==> src/rtl/dlfloat_pkg.sv <==
// DLFloat16 format constants, controller states and the multiply/add arithmetic
// shared by the streaming MAC.
package dlfloat_pkg;

  localparam int DLF_W = 16;
  localparam int EXP_W = 6;
  localparam int MAN_W = 9;
  localparam int BIAS  = 31;

  localparam logic [15:0] DLF_ZERO    = 16'h0000;
  localparam logic [15:0] DLF_SPECIAL = 16'hFFFF;
  localparam logic [14:0] DLF_SAT_MAG = 15'h7DFF;

  typedef enum logic [1:0] {LD_A, LD_B, WAIT, EMIT} state_t;

  // Range-checks an exponent: overflow saturates (flag set), underflow flushes to zero.
  function automatic logic [16:0] dlf_pack(input logic s, input logic signed [9:0] e,
                                           input logic [MAN_W-1:0] m);
    if (e > 10'sd62)
      return {1'b1, s, DLF_SAT_MAG};
    else if (e < 10'sd1)
      return {1'b0, DLF_ZERO};
    else
      return {1'b0, s, e[EXP_W-1:0], m};
  endfunction

  function automatic logic [16:0] dlf_mul(input logic [15:0] a, input logic [15:0] b);
    logic [19:0]       p;
    logic signed [9:0] e;
    logic [MAN_W-1:0]  m;
    if (a == DLF_SPECIAL || b == DLF_SPECIAL)
      return {1'b0, DLF_SPECIAL};
    if (a == DLF_ZERO || b == DLF_ZERO)
      return {1'b0, DLF_ZERO};
    p = 20'({1'b1, a[MAN_W-1:0]}) * 20'({1'b1, b[MAN_W-1:0]});
    e = $signed({4'b0, a[14:9]}) + $signed({4'b0, b[14:9]}) - $signed(10'(BIAS));
    if (p[19]) begin
      e = e + 10'sd1;
      m = p[18:10];
    end else begin
      m = p[17:9];
    end
    return dlf_pack(a[15] ^ b[15], e, m);
  endfunction

  function automatic logic [16:0] dlf_add(input logic [15:0] a, input logic [15:0] b);
    logic [15:0]       hi;
    logic [15:0]       lo;
    logic [5:0]        sh;
    logic [10:0]       ml;
    logic [10:0]       ms;
    logic [10:0]       r;
    logic signed [9:0] e;
    if (a == DLF_SPECIAL || b == DLF_SPECIAL)
      return {1'b0, DLF_SPECIAL};
    if (a == DLF_ZERO)
      return {1'b0, b};
    if (b == DLF_ZERO)
      return {1'b0, a};
    if (a[14:0] >= b[14:0]) begin
      hi = a;
      lo = b;
    end else begin
      hi = b;
      lo = a;
    end
    sh = hi[14:9] - lo[14:9];
    ml = {2'b01, hi[MAN_W-1:0]};
    ms = {2'b01, lo[MAN_W-1:0]} >> sh;
    e  = $signed({4'b0, hi[14:9]});
    if (hi[15] == lo[15])
      r = ml + ms;
    else
      r = ml - ms;
    if (r == 11'd0)
      return {1'b0, DLF_ZERO};
    if (r[10]) begin
      e = e + 10'sd1;
      r = r >> 1;
    end else begin
      // Leading-one search: at most nine left shifts bring the MSB to bit 9.
      for (int i = 0; i < 9; i++) begin
        if (!r[9]) begin
          r = r << 1;
          e = e - 10'sd1;
        end
      end
    end
    return dlf_pack(hi[15], e, r[MAN_W-1:0]);
  endfunction

endpackage

==> src/rtl/dlfloat_mac_stream_ser.sv <==
// Word-to-beat serializer with valid/ready handshake; MSB beat first, last flag
// on the final beat, done pulses on the final transfer.
module dlfloat_beat_ser #(
  parameter int DATA_W = 16,
  parameter int BUS_W  = 8
) (
  input  logic              clk,
  input  logic              rst_n,
  input  logic              clear,
  input  logic              load,
  input  logic [DATA_W-1:0] load_data,
  output logic [BUS_W-1:0]  out_data,
  output logic              out_valid,
  input  logic              out_ready,
  output logic              out_last,
  output logic              done
);

  localparam int NBEATS = DATA_W / BUS_W;
  localparam int KW     = $clog2(NBEATS + 1);

  logic [DATA_W-1:0] shreg_p2;
  logic [KW-1:0]     k;
  logic              vld_p2;
  logic              xfer;

  assign xfer      = vld_p2 && out_ready;
  assign out_valid = vld_p2;
  assign out_last  = vld_p2 && (k == KW'(NBEATS - 1));
  assign done      = xfer && out_last;
  assign out_data  = vld_p2 ? shreg_p2[DATA_W-1 -: BUS_W] : '0;

  always_ff @(posedge clk) begin
    if (!rst_n || clear) begin
      vld_p2 <= 1'b0;
      k      <= '0;
    end else if (load) begin
      vld_p2 <= 1'b1;
      k      <= '0;
    end else if (xfer) begin
      if (out_last)
        vld_p2 <= 1'b0;
      k <= k + KW'(1);
    end
  end

  always_ff @(posedge clk) begin
    if (load)
      shreg_p2 <= load_data;
    else if (xfer)
      shreg_p2 <= shreg_p2 << BUS_W;
  end

endmodule

==> src/rtl/dlfloat_mac_stream.sv <==
// Streaming DLFloat16 dot-product engine: beat-serial operand pairs in, one
// accumulated result out every ACC_LEN pairs.
module dlfloat_mac_stream
  import dlfloat_pkg::*;
#(
  parameter int BUS_W   = 8,
  parameter int ACC_LEN = 4,
  parameter int CNT_W   = 8
) (
  input  logic             clk,
  input  logic             rst_n,
  input  logic             clear,
  input  logic [BUS_W-1:0] in_data,
  input  logic             in_valid,
  output logic             in_ready,
  output logic [BUS_W-1:0] out_data,
  output logic             out_valid,
  input  logic             out_ready,
  output logic             out_last,
  output logic             busy,
  output logic             sat
);

  localparam int BEATS = DLF_W / BUS_W;

  state_t           st;
  state_t           st_nxt;
  logic [1:0]       beat_cnt;
  logic [CNT_W-1:0] pair_cnt;
  logic [DLF_W-1:0] a_p0;
  logic [DLF_W-1:0] b_p0;
  logic [DLF_W-1:0] b_full;
  logic [16:0]      prod_p1;
  logic             vld_p1;
  logic             last_p1;
  logic [DLF_W-1:0] acc_p2;
  logic [16:0]      sum;
  logic             in_xfer;
  logic             last_beat;
  logic             last_pair;
  logic             launch;
  logic             ser_load;
  logic             ser_done;

  assign in_ready  = rst_n && (st == LD_A || st == LD_B);
  assign in_xfer   = in_valid && in_ready;
  assign last_beat = beat_cnt == 2'(BEATS - 1);
  assign last_pair = pair_cnt == CNT_W'(ACC_LEN - 1);
  assign launch    = in_xfer && st == LD_B && last_beat;
  assign b_full    = DLF_W'({b_p0, in_data});
  assign sum       = dlf_add(acc_p2, prod_p1[15:0]);
  assign ser_load  = vld_p1 && last_p1;
  assign busy      = !(st == LD_A && pair_cnt == '0);

  always_ff @(posedge clk) begin
    if (!rst_n)
      st <= LD_A;
    else
      st <= st_nxt;
  end

  always_comb begin
    st_nxt = st;
    case (st)
      LD_A:    if (in_xfer && last_beat) st_nxt = LD_B;
      LD_B:    if (launch) st_nxt = last_pair ? WAIT : LD_A;
      WAIT:    if (ser_load) st_nxt = EMIT;
      EMIT:    if (ser_done) st_nxt = LD_A;
      default: st_nxt = LD_A;
    endcase
    if (clear)
      st_nxt = LD_A;
  end

  // Stage 0: operand assembly; stage 1: product register.
  always_ff @(posedge clk) begin
    if (in_xfer && st == LD_A)
      a_p0 <= DLF_W'({a_p0, in_data});
    if (in_xfer && st == LD_B)
      b_p0 <= b_full;
    if (launch) begin
      prod_p1 <= dlf_mul(a_p0, b_full);
      last_p1 <= last_pair;
    end
  end

  // Stage 2: accumulator, sticky saturation and counters.
  always_ff @(posedge clk) begin
    if (!rst_n || clear) begin
      beat_cnt <= '0;
      pair_cnt <= '0;
      vld_p1   <= 1'b0;
      acc_p2   <= DLF_ZERO;
      sat      <= 1'b0;
    end else begin
      vld_p1 <= launch;
      if (in_xfer)
        beat_cnt <= last_beat ? 2'd0 : beat_cnt + 2'd1;
      if (launch && !last_pair)
        pair_cnt <= pair_cnt + CNT_W'(1);
      if (vld_p1) begin
        acc_p2 <= sum[15:0];
        sat    <= sat | prod_p1[16] | sum[16];
      end
      if (ser_done) begin
        acc_p2   <= DLF_ZERO;
        pair_cnt <= '0;
        sat      <= 1'b0;
      end
    end
  end

  dlfloat_beat_ser #(
    .DATA_W(DLF_W),
    .BUS_W (BUS_W)
  ) u_ser (
    .clk      (clk),
    .rst_n    (rst_n),
    .clear    (clear),
    .load     (ser_load),
    .load_data(sum[15:0]),
    .out_data (out_data),
    .out_valid(out_valid),
    .out_ready(out_ready),
    .out_last (out_last),
    .done     (ser_done)
  );

endmodule

==> config.mk <==
export PLATFORM = sky130hd
export DESIGN_NAME = dlfloat_mac_stream
export DESIGN_NICKNAME = d
export VERILOG_FILES = /design/src/rtl/dlfloat_pkg.sv /design/src/rtl/dlfloat_mac_stream_ser.sv /design/src/rtl/dlfloat_mac_stream.sv
export SDC_FILE = /design/constraint.sdc
export NUM_CORES = 1
export LEC_CHECK = 0
export BUFFER_PORTS_ARGS = -buffer_cell sky130_fd_sc_hd__buf_2
export CAP_MARGIN = 15
export CORE_MARGIN = 2
export CORE_UTILIZATION = 55
export CTS_BUF_LIST = sky130_fd_sc_hd__clkbuf_2
export DETAILED_ROUTE_END_ITERATION = 10
export PLACE_DENSITY = 0.71
export SKIP_CTS_REPAIR_TIMING = 1
export SLEW_MARGIN = 20
export SYNTH_ARGS = -nofsm -noshare
export SYNTH_HDL_FRONTEND = slang
export SYNTH_SLANG_ARGS = --single-unit
==> constraint.sdc <==
create_clock -name clk -period 25.3 [get_ports clk]
set_input_delay 1.265 -clock clk [delete_from_list [all_inputs] [get_ports clk]]
set_output_delay 1.265 -clock clk [all_outputs]
set_load 0.01 [all_outputs]
After elaboration in Yosys (flattened, before gate mapping)
Index checks and enable logic that the tools add are counted.
Word-level totals
  flip-flop bits (word level): 91
  bits of input ports: 13
  output and inout port bits: 13
  logic and storage cells: 257
Operators by class
  add/sub/neg operators: 19
  multipliers: 1
  magnitude comparators: 5
  equality and inequality tests: 15
  shift operators: 1
  mux-type cells: 165
  bitwise operators: 4
  reduce and logical (&&, ||, !) cells: 34
Operator list (count)
  $mux 10: 106
  $mux 17: 14
  $mux 16: 12
  $sub 10x2->10 const B: 8
  $eq 16x16->1 const B: 4
  $logic_not 16->1: 4
  $mux 11: 4
  $mux 9: 3
  $gt 10x7->1 const B: 2
  $lt 10x2->1 const B: 2
  $mul 10x10->20: 1
  $mux 1: 18
  $ge 15x15->1: 1
  $logic_and 1x1->1: 12
  $mux 2: 6
  $add 10x11->11: 1
  $logic_not 11->1: 1
  $shr 10x6->11: 1
  $sub 10x11->11: 1
  $add 8x2->9 const B: 1
  $add 8x1->8 const B: 1
  $eq 8x2->1 const B: 1
  $logic_not 8->1: 1
  $mux 8: 1
  22 further kinds: 38

Longest topological paths before layout
  depth in word-level cells: 89
  mapped depth: 74
  gate-level depth less buffers: 69

Hierarchy
Synthesis repeated with hierarchy kept, for this count alone.
Second synthesis, totals
  cells, all modules: 1606
  area total of the unflattened synthesis: 12939.9 um^2
Modules (own cells, without submodules)
  dlfloat_mac_stream: instances 1, cells an instance 1546, area each 12079.1 um^2, seq. area each 1861.8 um^2
  dlfloat_beat_ser: instances 1, cells an instance 60, area each 860.8 um^2, seq. area each 540.5 um^2

Worst setup path before layout
OpenSTA, ideal clock, no wires.
  kind: reg-to-reg
  start point: reg prod_p1[9]
  end point: reg u_ser.shreg_p2[8], data pin
  library setup time: 0.265 ns
  arrival: 12.766 ns
  required time: 25.035 ns
  path slack: 12.269 ns
  stages on the path, launching flop included: 74
  path buffers: 6
  period minus slack after synthesis: 13.031 ns
  cells stage by stage: edfxtp_1 > inv_1 > ha_1 > buf_2 > nand4_2 > nor4_1 > nor4_1 > a211oi_1 > nor2_1 > ha_1 > nor2_1 > a31oi_1 > a211oi_1 > clkbuf_1 > nor2_1 > nor2_1 > a21oi_1 > or2_2 > (+38 left out) > ha_1 > a21oi_1 > o21a_1 > inv_1 > ha_1 > inv_1 > a211oi_1 > mux2i_1 > mux2i_1 > xor2_1 > o21ai_0 > and3_1 > nand3_1 > o311ai_2 > buf_6 > o21ai_1 > o31ai_2 > a21oi_1
On the way
  longest elaborated chain between the ends: 82
  elaborated cells between the ends (all ways): 155
  classes of those cells: 13 x add/sub; 3 x order compare; 2 x eq/ne; 1 x shift; 133 x mux; 3 x reduce/logical
Ends and longest elaborated chain
  from (decl): line dlfloat_mac_stream.sv:33  | logic [16:0] prod_p1;
  from (signal assigned): line dlfloat_mac_stream.sv:82  | prod_p1 <= dlf_mul(a_p0, b_full);
  $ge 15x15->1: line dlfloat_pkg.sv:60  | if (a[14:0] >= b[14:0]) begin
  $mux 16 (2 in a row): line dlfloat_pkg.sv:60
  $mux 16: line dlfloat_pkg.sv:58  | if (b == DLF_ZERO)
  $mux 16: line dlfloat_pkg.sv:56  | if (a == DLF_ZERO)
  $sub 6x6->6: line dlfloat_pkg.sv:67  | sh = hi[14:9] - lo[14:9];
  $shr 10x6->11: line dlfloat_pkg.sv:69  | ms = {2'b01, lo[MAN_W-1:0]} >> sh;
  $sub 10x11->11 or $add 10x11->11 (tied branches): line dlfloat_pkg.sv:74, dlfloat_pkg.sv:72
  $mux 11: line dlfloat_pkg.sv:71  | if (hi[15] == lo[15])
  (+65 left out)
  $lt 10x2->1: line dlfloat_pkg.sv:21  | else if (e < 10'sd1)
  $mux 16: line dlfloat_pkg.sv:21
  $mux 17: line dlfloat_pkg.sv:19  | if (e > 10'sd62)
  $mux 17: line dlfloat_pkg.sv:77  | if (r[10]) begin
  $mux 17: line dlfloat_pkg.sv:60
  $mux 17: line dlfloat_pkg.sv:58
  $mux 17 (*): line dlfloat_pkg.sv:56
  $mux 16 (*): line dlfloat_mac_stream_ser.sv:48  | if (load)
  to (signal assigned): line dlfloat_mac_stream_ser.sv:49  | shreg_p2 <= load_data;
  to (signal assigned): line dlfloat_mac_stream_ser.sv:51  | shreg_p2 <= shreg_p2 << BUS_W;
  to (decl): line dlfloat_mac_stream_ser.sv:22  | logic [DATA_W-1:0] shreg_p2;
Every way passes the cells marked *; elsewhere a longest branch is shown, timed or not. The select of a mux whose other input is x is not followed.
A chain may end at the register's enable or synchronous reset.

Worst setup path after layout
  start point: reg prod_p1[12]
  end point: reg u_ser.shreg_p2[3], data pin
Same word-level chain as after synthesis.

==> run summary <==
The synthesized area divided by synthesized cell count came out at 8.02 µm². The worst hold path belongs to the class flop to flop. The finished layout holds 1900 standard cells, fillers aside. After legalization and detailed placement, the total HPWL measured 29000 µm. Entering global routing, the biggest net connects 41 pins. The clock period could shrink to 15.91 ns.

The first TritonRoute pass finished after 7 iterations. The post-route cell area came out at 13400 µm². The count of synthesis-stage warnings from yosys is 0. In the synthesized netlist the dominant register cell turns out to be edfxtp_1. Along the worst path, the maximum fanout reaches 16.

The synthesized cell area came out at 12900 µm². The tree is rooted in a clkbuf_2. The number of DRC violations after detailed-routing iteration 0 is 973. The area of the placeable core came out at 23300 µm². On the final layout, the worst clock skew is 0.0688 ns. The detailed router placed 12200 vias in this run. The area enclosed by the die boundary is 24700 µm². The synthesis-to-layout area growth is 3.33%. The netlist uses 103 different library cells. The sum of overflow across all layers after global routing came out at 0.

The count of unresolved DRC violations after routing is 0. The final net count is 1753. The arrival time of the worst setup path is 16.29 ns. The clock insertion delay at the later pin of the skew report is 0.62 ns. Setup violations remaining at the end of the flow were counted as 0. For this configuration, the core starts out at a cell density of 55.5%.

The routed wire length came out at 36900 µm. The worst register-to-register path begins at prod_p1[12]$_SDFFCE_PP1P_. The via count of the first global-routing pass came out at 11500. The H-tree generated during clock tree synthesis spans 3 levels. The post-placement cell area is 13200 µm². Measured along the y axis, the die boundary spans 157 µm. The largest delay contributor family on the critical path is compound AO/OA/AOI/OAI gates. The number of synthesized flops with an enable pin is 58. The run finished with clean final reports. The count of placed standard cells including taps is 1883. In this run the number of cells on the critical path is 68.

Setup slack on the critical path of the routed design comes to 9.39 ns. For this design the ratio of total power to cell area is 36.8 nW/µm². The worst register-to-register path ends at u_ser.shreg_p2[3]$_SDFFCE_PN0P_. Row generation in the floorplan step produced 56 rows. The horizontal die dimension came out at 157 µm. Setup repair after global routing left no endpoint under its margin. The number of buffers created by CTS is 9. Synthesis produced a netlist with a net count of 1789. The worst path required time is 25.69 ns. The worst setup path is launched from a flop. The worst slack at placement came out at 9.37 ns. The top cell type's share of synthesized area came out at 13.5%.

For this design the static power due to leakage is 5.40 nW. The fraction of final layout cells with drive strength greater than 1 came out at 7.03%. For this design, the sink count on the clock tree is 91. The cell count after synthesis came out at 1611. In this run the worst setup path begins at prod_p1[12]$_SDFFCE_PP1P_. The first global-routing pass estimated 59800 µm of wire.

Counting along the longest clock path gives a buffer depth of 2. The TritonCTS clock tree is done. The commonest cells after synthesis are nand2_1 (164), nor2_1 (151), inv_1 (111). The number of antenna violations at the first check in global routing is 1. The sum of negative setup slack came out at 0 ns. The share of flip-flops with an asynchronous set or reset after synthesis is 0%.

The number of buffers added on ports came out at 25. Clock-pin slew was measured on the worst setup and hold paths at 0.33 ns. After layout, the worst path uses 62.9% of the clock period. The largest stage delay on the critical path is 0.86 ns. Synthesis inferred 91 register bits. The capturing element type of the critical path is a flop. For the pin with the worst max-slew slack, the measured transition is 1.15 ns. The most frequent cell after synthesis is nand2_1. The maximum clock rate is 62.9 MHz. Among all stages on the critical path, the largest delay is contributed by a211oi_2. In the routed layout, each cell is associated on average with a via count of 6.41. The worst pin sits at a relative slew slack of 22.8%.

The flop-to-flop setup slack came out at 9.39 ns. The critical path buffer and inverter count is 5. The worst setup path is of the flop to flop kind. The final routed wire length divided by cell count came out at 19.4 µm.

The final hold violation count came out at 0. The overall global routing resource usage came out at 30.3%. Across the VDD grid, the largest voltage drop is 0.0420 mV. By area the synthesized netlist is led by edfxtp_1 (13%), ha_1 (9.9%), fa_1 (9.8%), dfxtp_1 (5.1%), nand2_1 (4.8%). The count of maximum capacitance violations is 0. The biggest area consumer among synthesized cells is edfxtp_1.

The number of top-level pins is 26. The number of cells on the worst reg-to-reg path is 68. The post-detailed-route count of antenna-violating nets came out at 0. The most critical setup path has its endpoint at u_ser.shreg_p2[3]$_SDFFCE_PN0P_. Of the synthesized area, sequential elements account for 18.6%. The number of max-slew violations in the final report came out at 0. At the end of routability-driven placement, the weighted congestion stood at 1.06.
-- through the flow --
step	hold slack, ns	util, %	power, mW
finish	0.482	57.4	0.492
global route	0.536	57.4	0.541
CTS	0.487	57.3	0.496
floorplan	0.453	-	0.364
global placement	0.447	56.7	0.403
detailed placement	0.448	56.7	0.410
-- worst min path at each step --
stage | from | end | slack, ns | depth (start not counted)
after floorplan | beat_cnt[1]$_SDFFE_PP0P_ | beat_cnt[1]$_SDFFE_PP0P_ | 0.45 | 1
after global placement | sat$_SDFFE_PP0P_ | sat$_SDFFE_PP0P_ | 0.45 | 2
after detailed placement | sat$_SDFFE_PP0P_ | sat$_SDFFE_PP0P_ | 0.45 | 2
after CTS | sat$_SDFFE_PP0P_ | sat$_SDFFE_PP0P_ | 0.49 | 2
after global routing | beat_cnt[1]$_SDFFE_PP0P_ | beat_cnt[1]$_SDFFE_PP0P_ | 0.54 | 1
final | sat$_SDFFE_PP0P_ | sat$_SDFFE_PP0P_ | 0.48 | 2
-- sequential cells by signal, summed over array words and instances, names as in the netlist, named ones only --
register / cells
a_p0: 16
beat_cnt: 2
u_ser.shreg_p2: 16
prod_p1: 17
vld_p1: 1
u_ser.k: 2
b_p0: 8
last_p1: 1
pair_cnt: 8
sat: 1
acc_p2: 16
u_ser.out_valid: 1
st: 1
-- logic make-up (layout without fill, tap and decap cells) --
group	after synthesis	in the layout	share of synthesized area (%)
muxes	33	33	2.83
and+or+nand+nor	622	622	24.2
DFF	91	91	18.6
other	0	1	0
AOI/OAI and AO/OA	417	417	22.0
buffers and inverters	196	165	5.99
adders and majority gates	166	166	19.7
xor gates and xnor gates	86	86	6.73
-- layout make-up --
cell class	instances	area (µm²)
fill	2257	9910
tap	319	399
timing repair buffer	36	208
clock inverter	7	90.1
sequential	91	2400
multi-input combinational	1324	9780
inverter	113	424
antenna	1	2.50
clock buffer	9	45.0
-- report_power, final --
| part | internal, mW | total, mW | switching (mW) |
|---|---|---|---|
| logic | 0.106 | 0.241 | 0.135 |
| clock network | 0.0260 | 0.0836 | 0.0576 |
| registers | 0.164 | 0.167 | 0.00304 |
| total | 0.296 | 0.492 | 0.196 |
-- per-layer routing --
layer | vias up | part of all wire, % | track usage (%)
met5 | - | 0 | 0
li1 | 5781 | - | -
met3 | 97 | 6.1 | 3.19
met4 | 0 | 3.5 | 11.2
met1 | 5803 | 42 | 39.3
met2 | 497 | 49 | 52.4
-- worst min-delay path, stage by stage, from the launching register on --
cell and delay, ns:
dfxtp_1 0.39, nand2_1 0.05, o21ai_0 0.06
-- cell usage in the layout (no fill, tap or decap), types with 10 or more instances in the layout --
cell / count
nand2_1: 164
nor2_1: 150
inv_1: 111
a21oi_1: 106
ha_1: 102
o21ai_0: 79
and2_1: 71
fa_1: 63
edfxtp_1: 58
xnor2_1: 47
nand4_1: 44
nor3_1: 42
nor4_1: 40
dfxtp_1: 33
a211oi_1: 31
a31oi_1: 30
xor2_1: 29
nand3_1: 25
buf_2: 25
mux2i_1: 23
a21o_1: 17
o211ai_1: 15
o21a_1: 14
o31ai_1: 14
and3_1: 14
buf_4: 11
o21bai_1: 10
(Power assumes the default switching activity.)
